### config.mk
export PLATFORM = sky130hd
export DESIGN_NAME = pool_stride_out
export DESIGN_NICKNAME = d
export VERILOG_FILES = /design/src/rtl/pool_pkg.sv /design/src/rtl/pool_out_fifo.sv /design/src/rtl/pool_stride_out.sv
export SDC_FILE = /design/constraint.sdc
export NUM_CORES = 1
export LEC_CHECK = 0
export BUFFER_PORTS_ARGS = -buffer_cell sky130_fd_sc_hd__buf_2
export CAP_MARGIN = 20
export CORE_MARGIN = 2
export CORE_UTILIZATION = 60
export DETAILED_ROUTE_END_ITERATION = 8
export PLACE_DENSITY = 0.79
export SLEW_MARGIN = 25
export SYNTH_ARGS = -nofsm -noshare
export SYNTH_HDL_FRONTEND = slang
export SYNTH_SLANG_ARGS = --single-unit
### constraint.sdc
create_clock -name clk -period 8.1 [get_ports clk]
set_input_delay 1.62 -clock clk [delete_from_list [all_inputs] [get_ports clk]]
set_output_delay 1.62 -clock clk [all_outputs]
set_load 0.01 [all_outputs]
### src/rtl/pool_pkg.sv
// pool_pkg: shared widths, FIFO depth default and output FIFO entry layout.
package pool_pkg;
  localparam int POOL_DATA_W = 16;
  localparam int POOL_CNT_W = 16;
  localparam int POOL_DEPTH = 8;
  typedef struct packed {
    logic [POOL_DATA_W-1:0] data;
    logic last;
  } pool_entry_t;
endpackage

### src/rtl/pool_out_fifo.sv
// pool_out_fifo: first-word-fall-through FIFO; ports clk/rst, push/din, pop/dout, full/empty.
module pool_out_fifo
  import pool_pkg::*;
#(
  parameter int W = $bits(pool_entry_t),
  parameter int DEPTH = POOL_DEPTH
) (
  input  logic         clk,
  input  logic         rst,
  input  logic         push,
  input  logic [W-1:0] din,
  input  logic         pop,
  output logic [W-1:0] dout,
  output logic         full,
  output logic         empty
);
  localparam int AW = $clog2(DEPTH);
  logic [W-1:0] mem [DEPTH];
  logic [AW:0] wr, rd;
  logic do_pop, do_push;
  // extra pointer bit tells full from empty when the low bits match
  assign empty = wr == rd;
  assign full = (wr[AW] != rd[AW]) && (wr[AW-1:0] == rd[AW-1:0]);
  assign do_pop = pop & ~empty;
  assign do_push = push & (~full | do_pop);
  assign dout = empty ? '0 : mem[rd[AW-1:0]];
  always_ff @(posedge clk) begin
    if (rst) begin
      wr <= '0;
      rd <= '0;
    end else begin
      if (do_push) wr <= wr + 1'b1;
      if (do_pop) rd <= rd + 1'b1;
    end
  end
  always_ff @(posedge clk) begin
    if (do_push) mem[wr[AW-1:0]] <= din;
  end
endmodule

### src/rtl/pool_stride_out.sv
// pool_stride_out: stride-2 decimation, optional ReLU and frame control feeding a FWFT output FIFO; ports clk/rst, start/row_length/num_rows/relu_en, in_valid/in_data, out_valid/out_ready/out_data/out_last, busy/done/overflow.
module pool_stride_out
  import pool_pkg::*;
#(
  parameter int DATA_W = POOL_DATA_W,
  parameter int CNT_W = POOL_CNT_W,
  parameter int DEPTH = POOL_DEPTH
) (
  input  logic              clk,
  input  logic              rst,
  input  logic              start,
  input  logic [CNT_W-1:0]  row_length,
  input  logic [CNT_W-1:0]  num_rows,
  input  logic              relu_en,
  input  logic              in_valid,
  input  logic [DATA_W-1:0] in_data,
  output logic              out_valid,
  input  logic              out_ready,
  output logic [DATA_W-1:0] out_data,
  output logic              out_last,
  output logic              busy,
  output logic              done,
  output logic              overflow
);
  typedef struct packed {
    logic [DATA_W-1:0] data;
    logic last;
  } entry_t;
  logic [CNT_W-1:0] rl, nr, col, row, re, ne;
  logic relu, deg, fin, go, accept, kept, is_last, pop, full, empty;
  entry_t din, dout;
  assign re = {rl[CNT_W-1:1], 1'b0};
  assign ne = {nr[CNT_W-1:1], 1'b0};
  assign go = start & ~busy;
  // fin blocks input after the final kept sample; deg marks a frame too small to produce output
  assign accept = busy & in_valid & ~fin & ~deg;
  assign kept = accept & col[0] & row[0] & (col < re);
  assign is_last = kept & (row == ne - 1'b1) & (col == re - 1'b1);
  assign pop = out_valid & out_ready;
  assign din = '{data: (relu & in_data[DATA_W-1]) ? '0 : in_data, last: is_last};
  assign out_valid = ~empty;
  assign out_data = dout.data;
  assign out_last = dout.last;
  pool_out_fifo #(.W($bits(entry_t)), .DEPTH(DEPTH)) u_fifo (
    .clk(clk),
    .rst(rst),
    .push(kept),
    .din(din),
    .pop(pop),
    .dout(dout),
    .full(full),
    .empty(empty)
  );
  always_ff @(posedge clk) begin
    if (rst) begin
      busy <= 1'b0;
      done <= 1'b0;
      overflow <= 1'b0;
      col <= '0;
      row <= '0;
      rl <= '0;
      nr <= '0;
      relu <= 1'b0;
      deg <= 1'b0;
      fin <= 1'b0;
    end else begin
      done <= 1'b0;
      if (go) begin
        rl <= row_length;
        nr <= num_rows;
        relu <= relu_en;
        col <= '0;
        row <= '0;
        overflow <= 1'b0;
        fin <= 1'b0;
        deg <= (row_length < CNT_W'(2)) | (num_rows < CNT_W'(2));
        busy <= 1'b1;
      end else if (busy & (deg | (pop & out_last))) begin
        busy <= 1'b0;
        done <= 1'b1;
      end
      if (accept) begin
        col <= (col == rl - 1'b1) ? '0 : col + 1'b1;
        if (col == rl - 1'b1) row <= row + 1'b1;
      end
      if (is_last) fin <= 1'b1;
      if (kept & full & ~pop) overflow <= 1'b1;
    end
  end
endmodule
# Yosys cells after proc, flatten, opt, wreduce, memory -nomap -nowiden
# Memories as Yosys holds them, arrays and structs flattened. A register that Yosys moved wholly into a read port is not among the register bits.
# Cells that the tools add are included.
dict set report op_classes {
  add_sub_neg 7
  magnitude_cmp 3
  n_mul 0
  n_shift 0
  n_reduce_logical 6
  n_div 0
  mux 18
  bitwise 26
  n_eq_ne 6
}
# op n
set ops {}
lappend ops {{$mux W16} 7}
lappend ops {{$eq A16 B16 Y1} 3}
lappend ops {{$sub A16 B1 Y16 const B} 3}
lappend ops {{$add A16 B1 Y16 const B} 2}
lappend ops {{$lt A16 B2 Y1 const B} 2}
lappend ops {{$and A1 B1 Y1} 17}
lappend ops {{$mux W17} 1}
lappend ops {{$lt A16 B16 Y1} 1}
lappend ops {{$add A4 B1 Y4 const B} 2}
lappend ops {{$mux W1} 8}
lappend ops {{$reduce_bool A2 Y1} 4}
lappend ops {{$mux W3} 2}
lappend ops {{$not A1 Y1} 6}
lappend ops {{$eq A4 B4 Y1} 1}
lappend ops {{$eq A3 B3 Y1} 1}
lappend ops {{$or A1 B1 Y1} 3}
lappend ops {{$reduce_or A2 Y1} 1}
lappend ops {{$logic_and A1 B1 Y1} 1}
lappend ops {{$ne A1 B1 Y1} 1}
dict set report totals {
  reg_bits 78
  ramBits 136
  rom_bits 0
  mem_count 1
  latch_bits 0
}
# memory words word_bits read_ports rd_ports_with_merged_regs wr line
set memory_table {}
lappend memory_table {u_fifo.mem 8 17 1 1 1 pool_out_fifo.sv:18} ;# logic [W-1:0] mem [DEPTH];

# Depth between registers and ports, before layout
# Gate-level depths: netlist (run 1).
dict set report logic_depth {
  ltp_word 9
  ltp_mapped 12
  depth_no_buf 9
}

# Cells and area by module
# From an unflattened synthesis (run 1), not the netlist that was laid out.
dict set report hier_totals {
  cells_unflattened 936
  hier_area_um2 10706.5
}
# mod instances area_per_inst_um2 cells_per_inst
set by_module_without_submodules {}
lappend by_module_without_submodules {pool_out_fifo 1 5858.1 287}
lappend by_module_without_submodules {pool_stride_out 1 4848.4 649}

# Least setup slack after synthesis (run 1)
# No wires, ideal clock.
dict set report synth_timing {
  kind {input port to flip-flop}
  startpoint {input port in_valid}
  endpoint {memory u_fifo.mem[0][0] in the netlist's numbering, enable pin}
  n_path_buf 0
  setup_time_ns 0.412
  cell_stages 7
  arrival_ns 4.472
  t_required_ns 7.688
  path_slack_ns 3.215
  path_cell_list {nor4bb_1 > o211ai_1 > or3_1 > o21ai_0 > nand2_1 > or2_2 > nor3_1}
}
dict set report synth_between {
  elab_chain_cells 9
}
# element line
set synth_lines {}
lappend synth_lines {{start, declared} pool_stride_out.sv:15} ;# input logic in_valid,
lappend synth_lines {{$and A1 B1 Y1 (3 in series)} pool_stride_out.sv:36} ;# assign accept = busy & in_valid & ~fin & ~deg;
lappend synth_lines {{$and A1 B1 Y1 (3 in series)} pool_stride_out.sv:37} ;# assign kept = accept & col[0] & row[0] & (col < re);
lappend synth_lines {{$and A1 B1 Y1} pool_out_fifo.sv:25} ;# assign do_push = push & (~full | do_pop);
lappend synth_lines {{$mux W1} pool_out_fifo.sv:37} ;# if (do_push) mem[wr[AW-1:0]] <= din;
lappend synth_lines {{$mux W1 (implied by the code)} pool_out_fifo.sv:37}
lappend synth_lines {{end, declared} pool_out_fifo.sv:18}
# No other way between the ends.

# Final worst setup path (run 1)
dict set report layout_timing {
  startpoint {input port in_valid}
  endpoint {memory u_fifo.mem[4][4] in the netlist's numbering, enable pin}
}
# Same word-level chain as after synthesis.

==> flow_metrics.tcl, run 1 <==
set metrics [dict create \
    postCtsSetupBuffers 0 \
    clock-sinks 216 \
    worst-r2r-cell-count 9 \
    finalCriticalPeriod_ns 4.713 \
    arrival_ns 4.90 \
    pre_cts_ws_ns 2.890 \
    fin_ws_ns 3.387 \
    grt_max_degree 84 \
    hold_violations 0 \
    clock_latency_ns 0.49 \
    drt.antenna.violating_nets 0 \
    drt-total-wl_um 23570 \
    gr-total-overflow 0 \
    cts_made_buffers 22 \
    dp_hpwl_um 15900 \
    start_kind "input pin" \
    maxCapViolCount 0 \
    max-slew-margin-rel_pct 41.73 \
    drc 0 \
    whs_path_depth 2 \
    start_util_pct 61.01 \
    worstHoldPathType "flip-flop to flip-flop" \
    cts_resized 0 \
    slowest_delay_ns 0.68 \
    skew_ns 0.007522 \
    vdd_drop_max_v 0.0001670 \
    dieArea_um2 18540 \
    status "finished, final reports clean" \
    slew_viol_final 0 \
    die_height_um 136.2 \
    cpMostUsedCell "buf_4" \
    cts_tree "built" \
    ys_ff_latch 216 \
    ys_warn_count 0 \
    synthFlopType "edfxtp_1" \
    synthCells 916 \
    setup_violations 0 \
    core_area_um2 17180 \
    cp.required_ns 8.29 \
    cts-hold-fix-buffers 0 \
    dr.pass1.iters 5 \
    row_count 48 \
    p_leak_nw 4.067 \
    fin_crit_sh_pct 58.18 \
    die_w_um 136.2 \
    finalSetupTns_ns 0 \
    clockRootBuffer "clkbuf_16" \
    drive_gt1_share_pct 17.81 \
    clockBufferDepth 3 \
    tightest_slew_ns 0.8708 \
    nets 1049 \
    io_pins 75 \
    syn_nets 992 \
    num_antenna_cells 0 \
    vias 7333 \
    drtIter0Drc 552 \
    drt-vias-per-instance 6.045 \
    path_class "input pin to flip-flop" \
    antenna_found_initial 0 \
    syn_to_final_growth_pct 12.06 \
    fmax_mhz 212.2 \
    mostFrequentLayoutCells "edfxtp_1, nand2_1, dfxtp_1" \
    synth-edff-count 136 \
    grt_util_all_layers_pct 25.74 \
    grt_pass1_vias 7151 \
    synth_cell_types 66 \
    path_max_fanout 12 \
    ys_seq_area_share_pct 54.25 \
    clk_pin_slew_worst_paths_ns 0.06 \
    h-tree-depth 1 \
    synth_area_um2 10480 \
    cp-end-kind "flip-flop" \
    wl_per_cell_um 19.43 \
    holdWs_ns 0.4762 \
    cp_slowest_cell "nor2_1" \
    port_buffers 73 \
    routabilityCongestion 0.8859 \
    grt_first_pass_wirelength_um 37070 \
    utilization_pct 68.37 \
    path_cells "buf_2 > nor4bb_2 > buf_4 > o211ai_1 > or3_1 > o21ai_0 > nand2_1 > or2_2 > nor2_1 > buf_4" \
    rsz0062_at_grt "no" \
    layout_commonest_cell "edfxtp_1" \
    p_per_area_nw_per_um2 202.7 \
    synthArstFlopShare_pct 0 \
    avgSynthCellArea_um2 11.44 \
]
[path summary, 6_finish.rpt]
kind | from | end | slack [ns]
max | in_valid | u_fifo.mem[4][4] | 3.39
min | nr[15] | nr[15] | 0.48
max reg2reg | busy | u_fifo.mem[4][4] | 4.02
min reg2reg | nr[15] | nr[15] | 0.48
[synth_stat cells (14+ instances only)]
master / count / share of area (%)
a21oi_1: 46 / 2.2
and2_1: 17 / 1.0
clkbuf_1: 40 / 1.4
dfxtp_1: 80 / 15
edfxtp_1: 136 / 39
ha_1: 22 / 2.6
inv_1: 25 / 0.90
mux2i_1: 28 / 2.7
mux4_2: 34 / 7.3
nand2_1: 104 / 3.7
nand3_1: 39 / 1.9
nand4_1: 24 / 1.4
nor2_1: 65 / 2.3
nor3_1: 19 / 0.91
nor3b_1: 18 / 1.3
nor4_1: 14 / 0.84
o21ai_0: 22 / 1.1
xnor2_1: 35 / 2.9
xor2_1: 30 / 2.5
[stage by stage]
step	instance area, um2	std cells	power, mW
6_report	11740	1213	2.381
5_1_grt	11740	1213	2.456
4_1_cts	11740	1213	2.393
3_5_place_dp	11040	1174	1.413
3_3_place_gp	11020	1173	1.407
2_1_floorplan	10480	916	1.356
[cells by family (layout without fill, tap and decap cells)]
group	Yosys count	count (layout)	share of synthesized area [%]
compound gates	117	117	7.068
xor+xnor	65	65	5.432
fa+ha+maj	22	22	2.627
buf+inv	81	153	3.247
flops	216	216	54.25
mux	69	69	10.73
simple gates	346	346	16.64
[state kept, by name, indices dropped and copies added (netlist names), named ones only]
name	cells
u_fifo.mem	136
col	16
rl	16
row	16
nr	15
u_fifo.rd	4
u_fifo.wr	4
busy	1
deg	1
done	1
fin	1
overflow	1
relu	1
[layer usage]
metal	global-route usage [%]	wire [um]	part of all wire [%]
met5	0	0	0
met4	8.912	703	3.0
met3	2.946	1014	4.3
met2	45.95	12230	52
met1	32.51	9619	41
[final cells by class]
cell class | instances | area (um2)
Sequential cell | 216 | 5688
Fill cell | 1282 | 5433
Multi-Input combinational cell | 619 | 4478
Clock buffer | 30 | 603.1
Timing Repair Buffer | 89 | 498.0
Tap cell | 225 | 281.5
Clock inverter | 9 | 101.3
Inverter | 25 | 93.84
[worst max-delay path: cells and delay by family]
family	cells	cell delay, ns
AO/OA/AOI/OAI	2	0.72
AND/OR/NAND/NOR	5	1.84
buffers and inverters	3	0.71
[report_power, final]
group	switching (mW)	internal, mW	total, mW	leakage, nW
clock	0.402	0.587	0.989	0.347
combinational	0.114	0.0774	0.191	1.86
sequential	0.0201	1.18	1.20	1.86
(Power assumes the default switching activity.)
==> run 2, diff against run 1 <==
Settings changed: ABC_AREA set to 1.
Clock period 8.1 ns to 4.9 ns, I/O delays scaled along.
==> flow_metrics.tcl, run 2 <==
set metrics [dict create \
    path_buf_inv 3 \
    start_kind "flip-flop" \
    fin_cells 1651 \
    vdd_drop_max_v 0.0002745 \
    p_per_area_nw_per_um2 362.0 \
    ff_latch_area_um2 5687 \
    finalSetupTns_ns 0 \
    dp_hpwl_um 17340 \
    grt_pass1_vias 9078 \
    grt_util_all_layers_pct 27.43 \
    max-slew-margin-rel_pct 35.40 \
    start_util_pct 61.72 \
    finalCriticalPeriod_ns 3.734 \
    drtIter0Drc 720 \
    synth_cell_types 41 \
    ys_seq_area_share_pct 50.93 \
    syn_to_final_growth_pct 12.35 \
    drive_gt1_share_pct 11.88 \
    worstHoldPathType "flip-flop to flip-flop" \
    io_pins 75 \
    cp.required_ns 3.92 \
    grt_max_degree 69 \
    yosys.area.top_type "edfxtp_1" \
    routabilityCongestion 0.9124 \
    synth_most_common_cell "nor2_1" \
    drc 0 \
    drt-vias-per-instance 5.687 \
    row_count 49 \
    syn_nets 1426 \
    mostFrequentLayoutCells "nor2_1, nand2_1, o21ai_0, edfxtp_1, inv_1" \
    num_antenna_cells 0 \
    die_w_um 140.4 \
    maxCapViolCount 0 \
    synthArstFlopShare_pct 0 \
    fmax_mhz 267.8 \
    fin_ws_ns 1.166 \
    dr.pass1.iters 5 \
    hold_violations 0 \
    gr-total-overflow 0 \
    cts-hold-fix-buffers 0 \
    synth_top_area_share_pct 36.58 \
    synth_commonest_cells "nor2_1, nand2_1, edfxtp_1, o21ai_0, inv_1" \
    status "finished, final reports clean" \
    holdWs_ns 0.4663 \
    multiInputGateArea_um2 4747 \
    drt.antenna.violating_nets 0 \
    slowest_delay_ns 0.62 \
    p_leak_nw 5.076 \
    path_class "flip-flop to output pin" \
    cp-end-kind "output pin" \
    dieArea_um2 19710 \
    cts_tree "built" \
    path_cells "inv_1 > buf_4 > o21ai_0 > o22ai_1 > o21ai_0 > a31oi_1 > buf_2" \
    cp_slowest_cell "inv_1" \
    clockBufferDepth 3 \
    tightest_slew_ns 0.9631 \
    cts_resized 0 \
    wl_per_cell_um 16.15 \
    rsz0062_at_grt "no" \
    arrival_ns 2.75 \
    grt_first_pass_wirelength_um 43760 \
    skew_ns 0.01049 \
    synth-edff-count 136 \
    fillers 1445 \
    cpMostUsedCell "o21ai_0" \
    p_total_mw 4.541 \
    cts_made_buffers 23 \
    slew_viol_final 0 \
    synthFlopType "edfxtp_1" \
    ys_top_cells_by_area "edfxtp_1, dfxtp_1, nor2_1" \
    dp_cells 1609 \
    setup_violations 0 \
    vias 9390 \
    pre_cts_ws_ns 1.697 \
    path_max_fanout 30 \
    nets 1481 \
    critPathTopFamily "buffers and inverters" \
    die_height_um 140.4 \
    clock-sinks 216 \
    avgSynthCellArea_um2 8.269 \
    core_area_um2 18090 \
    synth_area_um2 11160 \
    clock_latency_ns 0.53 \
    antenna_found_initial 0 \
    port_buffers 73 \
    h-tree-depth 1 \
    layout_commonest_cell "nor2_1" \
    postCtsSetupBuffers 0 \
    drt-total-wl_um 26660 \
    largest_reg_flops 136 \
    ys_warn_count 0 \
    fin_crit_sh_pct 76.21 \
    ys_ff_latch 216 \
    synthCells 1350 \
    clk_pin_slew_worst_paths_ns 0.06 \
    clockRootBuffer "clkbuf_16" \
]
## run 2: area by class of cell
class,instances,share of cell area [%]
Clock buffer,26,4.679
Clock inverter,16,1.876
Inverter,139,4.160
Multi-Input combinational cell,937,37.85
Sequential cell,216,45.34
Tap cell,229,2.285
Timing Repair Buffer,88,3.811
## run 2: power breakdown
group	switching (mW)	total, mW	internal, mW
logic	0.459	0.677	0.218
clock network	0.727	1.87	1.14
registers	0.0330	2.00	1.97
total	1.22	4.54	3.32
## run 2: worst paths after layout
check	start	endpoint	slack, ns	cells past startpoint
worst max-delay path	flip-flop	out_data[8]	1.17	7
worst min-delay path	overflow	overflow	0.47	2
worst max register to register	rl[7]	u_fifo.mem[1][4]	1.71	11
worst min register to register	overflow	overflow	0.47	2
## run 2: metrics by stage
step | util [%] | cell area [um2]
floorplan | - | 11160
global placement | 64.79 | 11720
detailed placement | 64.79 | 11720
CTS | 69.33 | 12540
global route | 69.35 | 12540
finish | 69.35 | 12540
## run 2: layer usage
metal,vias up,track usage (%),part of all wire (%)
li1,4653,-,-
met3,74,3.282,5.5
met4,0,10.26,2.9
met1,4324,34.59,42
met5,-,0,0
met2,339,48.63,50
## run 2: worst reg2reg max path: cells and delay by family, from the launching register on
family	cells	cell delay, ns
and+or+nand+nor	6	1.38
AOI/OAI and AO/OA	2	0.29
DFF	1	0.41
buffers and inverters	2	0.46
adders and majority gates	1	0.32
## run 2: cells by family after synthesis
family	after synthesis	synth area share (%)
adders and majority gates	22	2.466
xor gates and xnor gates	45	3.598
and+or+nand+nor	614	23.93
AOI/OAI and AO/OA	256	12.17
DFF	216	50.93
buffers and inverters	197	6.904
